--- src/rtl/fft_pkg.sv ---
// fft_pkg
//   Shared definitions for the radix-2 FFT slice: the butterfly sequencer,
//   the sample data memory and the twiddle ROM all agree on these sizes.
//   Contents:
//     FFT_LOG2N / FFT_N  default transform size (64 points)
//     fft_state_e        sequencer FSM encoding
//     fft_addr_t         sample memory address
//     fft_tw_idx_t       twiddle ROM index (N/2 entries)

package fft_pkg;

    localparam int FFT_LOG2N = 6;
    localparam int FFT_N     = 1 << FFT_LOG2N;

    typedef enum logic [1:0] {
        FST_IDLE  = 2'd0,
        FST_RUN   = 2'd1,
        FST_DRAIN = 2'd2,
        FST_DONE  = 2'd3
    } fft_state_e;

    typedef logic [FFT_LOG2N-1:0] fft_addr_t;
    typedef logic [FFT_LOG2N-2:0] fft_tw_idx_t;

endpackage

--- src/rtl/fft_addr_gen.sv ---
// fft_addr_gen
//   Purely combinational butterfly address generator for an in-place
//   radix-2 DIT FFT. Maps (stage, butterfly index k) to the two operand
//   addresses and the twiddle table index.
//   Ports:
//     stage   in   3          current stage 0..LOG2N-1
//     k       in   LOG2N-1    butterfly index within the stage
//     addr_a  out  LOG2N      top operand address
//     addr_b  out  LOG2N      bottom operand address (addr_a + 2^stage)
//     tw_idx  out  LOG2N-1    twiddle index into an N/2-entry table

module fft_addr_gen
    import fft_pkg::*;
#(
    parameter int LOG2N = FFT_LOG2N
) (
    input  logic [2:0]       stage,
    input  logic [LOG2N-2:0] k,
    output logic [LOG2N-1:0] addr_a,
    output logic [LOG2N-1:0] addr_b,
    output logic [LOG2N-2:0] tw_idx
);

    logic [LOG2N-1:0] k_ext;
    logic [LOG2N-1:0] half;
    logic [LOG2N-1:0] pos;
    logic [LOG2N-1:0] grp;
    logic [LOG2N-1:0] a_w;
    logic [LOG2N-2:0] tw_w;

    // Split k into a group number and a position inside the group; groups
    // are 2*half samples apart, and bit 'stage' of addr_a is always zero,
    // so addr_b can be formed with an OR instead of an adder.
    always_comb begin
        k_ext = {1'b0, k};
        half  = LOG2N'(1) << stage;
        pos   = k_ext & (half - LOG2N'(1));
        grp   = k_ext >> stage;
        a_w   = (grp << (stage + 3'd1)) | pos;
        // pos < 2^stage, so the shifted result always fits LOG2N-1 bits
        tw_w  = pos[LOG2N-2:0] << (3'(LOG2N - 1) - stage);
    end

    assign addr_a = a_w;
    assign addr_b = a_w | half;
    assign tw_idx = tw_w;

endmodule

--- src/rtl/fft_bfly_sequencer.sv ---
// fft_bfly_sequencer
//   Walks all LOG2N stages of an in-place radix-2 DIT FFT, issuing one
//   butterfly read per cycle and replaying the addresses PIPE_LAT cycles
//   later as the write-back. Between stages it idles for PIPE_LAT cycles
//   so the next stage never reads a location with a pending write.
//   Samples are expected in bit-reversed order in memory.
//   Ports:
//     clk, rst_n            clock, asynchronous active-low reset
//     start                 begin a run (only looked at while idle)
//     hold                  stall read issue this cycle (memory busy)
//     busy                  run in progress
//     done                  one-cycle completion pulse
//     stage                 current stage
//     rd_en, rd_addr_a/b    butterfly read issue and operand addresses
//     tw_idx                twiddle index for the issued butterfly
//     wr_en, wr_addr_a/b    write-back, PIPE_LAT cycles after the read
//     cycle_count           RUN/DRAIN cycle counter, only present when
//                           FFT_SEQ_PERF_CNT_EN is defined

module fft_bfly_sequencer
    import fft_pkg::*;
#(
    parameter int LOG2N    = FFT_LOG2N,
    parameter int PIPE_LAT = 3
) (
    input  logic             clk,
    input  logic             rst_n,
    input  logic             start,
    input  logic             hold,
    output logic             busy,
    output logic             done,
    output logic [2:0]       stage,
    output logic             rd_en,
    output logic [LOG2N-1:0] rd_addr_a,
    output logic [LOG2N-1:0] rd_addr_b,
    output logic [LOG2N-2:0] tw_idx,
    output logic             wr_en,
    output logic [LOG2N-1:0] wr_addr_a,
    output logic [LOG2N-1:0] wr_addr_b
`ifdef FFT_SEQ_PERF_CNT_EN
    ,
    output logic [15:0]      cycle_count
`endif
);

    localparam logic [1:0] IDLE  = FST_IDLE;
    localparam logic [1:0] RUN   = FST_RUN;
    localparam logic [1:0] DRAIN = FST_DRAIN;
    localparam logic [1:0] DONE  = FST_DONE;

    localparam int KW = LOG2N - 1;
    localparam int DW = $clog2(PIPE_LAT + 1);

    localparam logic [KW-1:0] K_LAST     = {KW{1'b1}};
    localparam logic [2:0]    STAGE_LAST = 3'(LOG2N - 1);

    logic [1:0]       state;
    logic [KW-1:0]    k;
    logic [DW-1:0]    drain_cnt;

    logic [LOG2N-1:0] gen_a;
    logic [LOG2N-1:0] gen_b;
    logic [LOG2N-2:0] gen_tw;

    logic             dl_en [PIPE_LAT];
    logic [LOG2N-1:0] dl_a  [PIPE_LAT];
    logic [LOG2N-1:0] dl_b  [PIPE_LAT];

    fft_addr_gen #(
        .LOG2N (LOG2N)
    ) u_addr_gen (
        .stage  (stage),
        .k      (k),
        .addr_a (gen_a),
        .addr_b (gen_b),
        .tw_idx (gen_tw)
    );

    // Main sequencer. The read port outputs are registered here, so the
    // addresses appear in the same cycle as rd_en. A stage finishes its
    // N/2 issues, then DRAIN waits PIPE_LAT cycles so the last write-back
    // of the stage is out before the next stage's first read.
    always_ff @(posedge clk or negedge rst_n) begin
        if (!rst_n) begin
            state     <= IDLE;
            stage     <= '0;
            k         <= '0;
            drain_cnt <= '0;
            rd_en     <= 1'b0;
            rd_addr_a <= '0;
            rd_addr_b <= '0;
            tw_idx    <= '0;
        end else begin
            rd_en <= 1'b0;
            case (state)
                IDLE: begin
                    if (start) begin
                        state <= RUN;
                        stage <= '0;
                        k     <= '0;
                    end
                end
                RUN: begin
                    if (!hold) begin
                        rd_en     <= 1'b1;
                        rd_addr_a <= gen_a;
                        rd_addr_b <= gen_b;
                        tw_idx    <= gen_tw;
                        if (k == K_LAST) begin
                            k         <= '0;
                            drain_cnt <= DW'(PIPE_LAT);
                            state     <= DRAIN;
                        end else begin
                            k <= k + KW'(1);
                        end
                    end
                end
                DRAIN: begin
                    if (drain_cnt == DW'(1)) begin
                        if (stage < STAGE_LAST) begin
                            stage <= stage + 3'd1;
                            state <= RUN;
                        end else begin
                            state <= DONE;
                        end
                    end else begin
                        drain_cnt <= drain_cnt - DW'(1);
                    end
                end
                DONE: begin
                    state <= IDLE;
                end
                default: begin
                    state <= IDLE;
                end
            endcase
        end
    end

    // Write-back delay line: it shifts every cycle regardless of hold, so
    // each write trails its read by exactly PIPE_LAT cycles. Reset empties
    // it, dropping any writes still in flight.
    always_ff @(posedge clk or negedge rst_n) begin
        if (!rst_n) begin
            for (int i = 0; i < PIPE_LAT; i++) begin
                dl_en[i] <= 1'b0;
                dl_a[i]  <= '0;
                dl_b[i]  <= '0;
            end
        end else begin
            dl_en[0] <= rd_en;
            dl_a[0]  <= rd_addr_a;
            dl_b[0]  <= rd_addr_b;
            for (int i = 1; i < PIPE_LAT; i++) begin
                dl_en[i] <= dl_en[i-1];
                dl_a[i]  <= dl_a[i-1];
                dl_b[i]  <= dl_b[i-1];
            end
        end
    end

    assign wr_en     = dl_en[PIPE_LAT-1];
    assign wr_addr_a = dl_a[PIPE_LAT-1];
    assign wr_addr_b = dl_b[PIPE_LAT-1];

    assign busy = (state == RUN) || (state == DRAIN);
    assign done = (state == DONE);

`ifdef FFT_SEQ_PERF_CNT_EN
    // Run-length counter: cleared on an accepted start, counts every busy
    // cycle including stalls, then holds its value until the next run.
    always_ff @(posedge clk or negedge rst_n) begin
        if (!rst_n) begin
            cycle_count <= '0;
        end else if ((state == IDLE) && start) begin
            cycle_count <= '0;
        end else if (((state == RUN) || (state == DRAIN)) && (cycle_count != 16'hFFFF)) begin
            cycle_count <= cycle_count + 16'd1;
        end
    end
`endif

endmodule

--- config.mk ---
export PLATFORM = sky130hd
export DESIGN_NAME = fft_bfly_sequencer
export DESIGN_NICKNAME = d
export VERILOG_FILES = /design/src/rtl/fft_pkg.sv /design/src/rtl/fft_addr_gen.sv /design/src/rtl/fft_bfly_sequencer.sv
export SDC_FILE = /design/constraint.sdc
export NUM_CORES = 1
export LEC_CHECK = 0
export CAP_MARGIN = 20
export CORE_ASPECT_RATIO = 0.5
export CORE_MARGIN = 8
export CORE_UTILIZATION = 40
export DETAILED_ROUTE_END_ITERATION = 6
export SYNTH_ARGS = -nofsm -noshare
export SYNTH_HDL_FRONTEND = slang
export SYNTH_HIERARCHICAL = 1
export SYNTH_SLANG_ARGS = --single-unit
--- constraint.sdc ---
create_clock -name clk -period 2.9 [get_ports clk]
set_input_delay 0.58 -clock clk [delete_from_list [all_inputs] [get_ports clk]]
set_output_delay 0.58 -clock clk [all_outputs]
set_load 0.01 [all_outputs]
==> qor.yml, run 1 <==
routing:
  top_layer_used: "met4"
  initialDrtViolationCount: 89
  wl_met1_um: 3120
  num_vias: 2127
  wirelength_um: 6570
  met2_length_um: 2990
  route.met3.wl_um: 384
  firstDrtPassIters: 4
  drc: 0
  routedWlPerCell_um: 15.8
  viasPerCell: 5.11
  ant_nets: 0
global_route:
  grt_antenna_before_repair: 0
  grt_pass1_vias: 2083
  grt_overflow: 0
  grt_usage: 0.123
  grt_pass1_wl_um: 10800
  grt_max_degree: 29
setup_path:
  r2r_slack_ns: 0.35
  r2r-start: "stage[0]"
  reg2reg_depth: 9
  cp_slowest_cell: "dfrtp_1"
  slowest_delay_ns: 0.51
  start_kind: "flip-flop"
  worstPathArrival_ns: 2.82
  critPathMaxFanout: 11
  end_kind: "flip-flop"
  r2r_end: "tw_idx[3]"
  worstPathRequired_ns: 3.17
  path_cells: "inv_2, ha_1, nand2b_1, ha_1, nand2b_1, or2_2, a21o_1, o311ai_0, mux2_2"
  worstSetupPathType: "reg2reg"
final_layout:
  fin_nets: 318
  utilization: 0.500
  multi_input_area_um2: 1320
  antenna_cells: 0
  stdcell_area_um2: 3970
  finalNonFillerCells: 416
  fill_cells: 739
  layout_commonest_cell: "dfrtp_1"
  drive_above_1_share: 0.158
  regArea_um2: 1730
  final_cell_mix: "69 x dfrtp_1, 38 x clkdlybuf4s50_1, 15 x ha_1, 13 x nand2_1"
  area_growth_pct: 22.0
power_and_ir_drop:
  switching_share: 0.328
  power.leakage_nw: 1.81
  power.density_nw_per_um2: 992
  seq_power_share: 0.352
  ir_drop_v: 0.000428
  intPower_mw: 2.65
  total_power_mw: 3.94
  power_switching_mw: 1.29
  pwr-share-clk: 0.302
  power_frac_comb: 0.346
clocking:
  cts.sinks: 69
  cts_hold_buf: 0
  cts_buffer_depth: 2
  ctsRootBufferMaster: "clkbuf_16"
  cts_resized: 0
  cts_max_level: 3
  clock_latency_ns: 0.33
  cts_setup_buffers: 0
  clk_pin_slew_worst_paths_ns: 0.06
  cts_tree: "built"
  cts_made_buffers: 9
sta:
  slew_headroom: 0.638
  finClkSkew_ns: 0.00621
  slew_viol_final: 0
  setup_tns_ns: 0
  setup_viol: 0
  fmax_mhz: 392
  rsz0062_at_grt: "no"
  worstMarginPinSlew_ns: 0.543
  finalHoldViolations: 0
  finalCritPeriodShare: 0.880
  min_period_ns: 2.55
placement:
  portBuffers: 39
  gp_congestion: 0.923
  place_inst: 400
  place_area_um2: 3650
  hpwl_um: 4730
floorplanning:
  die_h_um: 79.8
  io_pins: 40
  start_util: 0.410
  rows: 23
  die_area_um2: 11500
  die_x_um: 144
  core_um2: 7940
logic_synthesis:
  synth_nets: 285
  netlist_area_um2: 3260
  synth_cells: 266
  ys_warn_count: 6
  synth_flop_cell: "dfrtp_1"
  async_flop_share: 1.00
  synth-seq-area-share: 0.530
  ys_ff_latch: 69
  synth_edf_count: 0
  synth_cell_types: 51
  avgSynthCellArea_um2: 12.2
min_path:
  hold_class: "in2async"
flow_run:
  max_cap_violations: 0
outcome:
  status: "complete, no violations"
-- routing by layer --
metal  up-vias  global-route usage
met2        51               0.184
met5         -                   0
met4         0              0.0531
li1       1012                   -
met1      1057               0.158
met3         7              0.0436
-- power groups by stage --
stage,clock network (mW),registers [mW],logic [mW]
6_report,1.19,1.39,1.36
5_1_grt,1.27,1.42,1.49
4_1_cts,1.22,1.39,1.37
3_5_place_dp,0,1.41,1.36
3_3_place_gp,0,1.38,1.34
2_1_floorplan,0,1.39,0.952
-- how the worst max path moves through the flow --
stage	start	end	depth (start not counted)
final	stage[0]	tw_idx[3]	9
after global routing	stage[0]	tw_idx[3]	9
after CTS	stage[0]	tw_idx[3]	9
after detailed placement	stage[0]	tw_idx[3]	9
after global placement	stage[0]	tw_idx[3]	9
after floorplan	stage[1]	tw_idx[3]	11
-- critical path: cells and delay by family, from the launching register on --
family	cells	cell delay, ns
flops	1	0.51
fa+ha+maj	2	0.62
mux	1	0.20
simple gates	3	0.70
compound gates	2	0.23
buf+inv	1	0.22
-- metrics by stage --
| stage | worst slack (ns) | hold WS, ns |
|---|---|---|
| after floorplan | 0.539 | 0.284 |
| after global placement | 0.477 | 0.332 |
| after detailed placement | 0.427 | 0.335 |
| after CTS | 0.408 | 0.238 |
| after global routing | 0.185 | 0.263 |
| final | 0.349 | 0.227 |
-- flip-flops by register name, indices dropped and copies added (netlist names), 3 cells and up --
signal	cells
dl_a	12
dl_b	12
k	5
rd_addr_a	6
rd_addr_b	6
stage	3
tw_idx	5
wr_addr_a	6
wr_addr_b	6
-- Yosys cell counts, types with 2 or more instances --
cell type	instances	area [um2]
o2bb2ai_1	2	17.5
o21ai_0	11	55.1
mux2_2	9	101
mux2_4	9	135
dfrtp_1	69	1730
buf_4	13	97.6
a22o_1	6	52.6
a21o_1	4	30.0
ha_1	15	188
xor2_1	4	35.0
nor3_1	2	10.0
nand3_1	7	35.0
mux2i_1	4	40.0
nor2b_4	2	27.5
inv_1	8	30.0
buf_2	6	30.0
a21oi_1	7	35.0
buf_6	3	33.8
and3_1	2	12.5
a31oi_1	4	25.0
or3_1	4	25.0
nor3b_1	2	15.0
o31ai_1	5	37.5
nand2_1	13	48.8
nor2_1	10	37.5
nand2b_1	11	68.8
nor2b_1	5	31.3
o2111ai_1	2	17.5
o211ai_1	5	37.5
-- logic make-up after synthesis --
group	share of synthesized area
simple gates	0.118
xor+xnor	0.0134
fa+ha+maj	0.0576
mux	0.0849
compound gates	0.130
buf+inv	0.0661
flops	0.530
-- final cells by class --
cell class                      count  area share
Clock buffer                        9      0.0567
Clock inverter                      7      0.0258
Inverter                            9     0.00850
Multi-Input combinational cell    165       0.331
Sequential cell                    69       0.435
Tap cell                          112      0.0353
Timing Repair Buffer               45       0.108
(Power assumes the default switching activity.)
==> run 2, diff against run 1 <==
- PLACE_DENSITY_LB_ADDON: default -> 0.1
- SKIP_CTS_REPAIR_TIMING: default -> 1
==> run 2 against run 1 <==
Maximum frequency is 2.0% higher; non-clock buffer count unchanged; utilization is 0.17 points lower; clock skew about the same; largest power group unchanged; clock power shrank 3%; hold slack got worse by 0.080 ns; sequential cell count unchanged; sequential share of layout area is 0.15 points higher.
==> qor.yml, run 2 (synthesis results as in run 1) <==
final_layout:
  layout_commonest_cell: "dfrtp_1"
  area_growth_pct: 21.6
  fin_nets: 318
  final_cell_mix: "69 x dfrtp_1, 38 x clkdlybuf4s50_1, 15 x ha_1, 13 x nand2_1"
  fill_cells: 729
  antenna_cells: 0
  stdcell_area_um2: 3960
  drive_above_1_share: 0.155
  biggestRegsByFlops: "dl_a x12, dl_b x12"
  finalNonFillerCells: 415
clocking:
  cts_buffer_depth: 2
  cts_max_level: 3
  cts.sinks: 69
  clk_pin_slew_worst_paths_ns: 0.06
  ctsRootBufferMaster: "clkbuf_16"
  cts_tree: "built"
  clock_latency_ns: 0.33
  cts_made_buffers: 9
power_and_ir_drop:
  power.leakage_nw: 1.80
  ir_drop_v: 0.000520
  power.density_nw_per_um2: 987
routing:
  viasPerCell: 5.11
  routedWlPerCell_um: 16.4
  initialDrtViolationCount: 149
  drc: 0
  ant_nets: 0
  wirelength_um: 6820
  num_vias: 2121
  firstDrtPassIters: 4
placement:
  place_area_um2: 3650
  portBuffers: 39
  hpwl_um: 4790
  gp_congestion: 0.896
  place_inst: 400
outcome:
  status: "complete, no violations"
setup_path:
  worstPathRequired_ns: 3.17
  path_depth: 9
  start_kind: "flip-flop"
  r2r_slack_ns: 0.40
  worstSetupPathType: "reg2reg"
  r2r-start: "stage[0]"
  r2r_end: "tw_idx[4]"
  slowest_delay_ns: 0.51
  end_kind: "flip-flop"
  crit_path_start: "stage[0]"
  critPathMaxFanout: 10
  reg2reg_depth: 9
  crit_family: "adder cells"
  worstPathArrival_ns: 2.77
  path_cells: "inv_2, ha_1, nand2b_1, ha_1, nand2b_1, xor2_1, o41ai_1, o2bb2ai_1, mux2_2"
  cp_slowest_cell: "dfrtp_1"
  endpoint: "tw_idx[4]"
  cp_num_buf_inv: 1
flow_run:
  max_cap_violations: 0
sta:
  worstMarginPinSlew_ns: 0.422
  slew_headroom: 0.715
  fmax_mhz: 400
  setup_viol: 0
  finClkSkew_ns: 0.00578
  rsz0062_at_grt: "no"
  setup_tns_ns: 0
  finalHoldViolations: 0
  slew_viol_final: 0
  finalCritPeriodShare: 0.863
  min_period_ns: 2.50
floorplanning:
  die_h_um: 79.8
  die_x_um: 144
  io_pins: 40
  start_util: 0.410
  core_um2: 7940
  die_area_um2: 11500
  rows: 23
global_route:
  grt_usage: 0.127
  grt_pass1_wl_um: 11000
  grt_max_degree: 31
  grt_pass1_vias: 2092
  grt_antenna_before_repair: 0
  grt_overflow: 0
min_path:
  hold_class: "in2async"
-- run 2: metrics by stage --
stage | util | setup WS, ns | hold WS (ns) | total power [mW]
3_3_place_gp | 0.459 | 0.492 | 0.331 | 2.73
5_1_grt | 0.499 | 0.190 | 0.161 | 4.16
6_report | 0.499 | 0.398 | 0.147 | 3.91
4_1_cts | 0.499 | 0.422 | 0.140 | 3.95
3_5_place_dp | 0.459 | 0.461 | 0.335 | 2.77
2_1_floorplan | - | 0.539 | 0.284 | 2.34
-- run 2: power breakdown --
group | total (mW) | switching, mW | internal, mW
registers | 1.38 | 0.159 | 1.22
logic | 1.37 | 0.712 | 0.662
clock network | 1.15 | 0.406 | 0.747
total | 3.91 | 1.28 | 2.63
-- run 2: per-layer routing --
metal	vias to the layer above	wire length, um	GRT usage
met1	1033	3230	0.165
met2	73	3040	0.189
met5	-	0	0
met4	0	74	0.0447
li1	1004	-	-
met3	11	481	0.0501
-- run 2: area by class of cell --
cell class	instances	area, um2	share of cell area
Sequential cell	69	1730	0.436
Multi-Input combinational cell	165	1320	0.332
Timing Repair Buffer	45	430	0.109
Clock buffer	9	225	0.0569
Tap cell	112	140	0.0354
Clock inverter	6	88.8	0.0224
Inverter	9	33.8	0.00853
-- run 2: how the worst min path moves through the flow --
stage / cells past startpoint / to / slack (ns)
2_1_floorplan: 0 / dl_a[10] / 0.28
3_3_place_gp: 0 / dl_a[6] / 0.33
3_5_place_dp: 0 / dl_a[11] / 0.33
4_1_cts: 1 / dl_b[14] / 0.14
5_1_grt: 1 / rd_addr_a[2] / 0.16
6_report: 1 / rd_addr_a[2] / 0.15
-- run 2: worst register-to-register path, stage by stage (launching register included) --
cell       delay [ns]
dfrtp_1          0.51
inv_2            0.16
ha_1             0.32
nand2b_1         0.17
ha_1             0.27
nand2b_1         0.15
xor2_1           0.18
o41ai_1          0.38
o2bb2ai_1        0.16
mux2_2           0.16
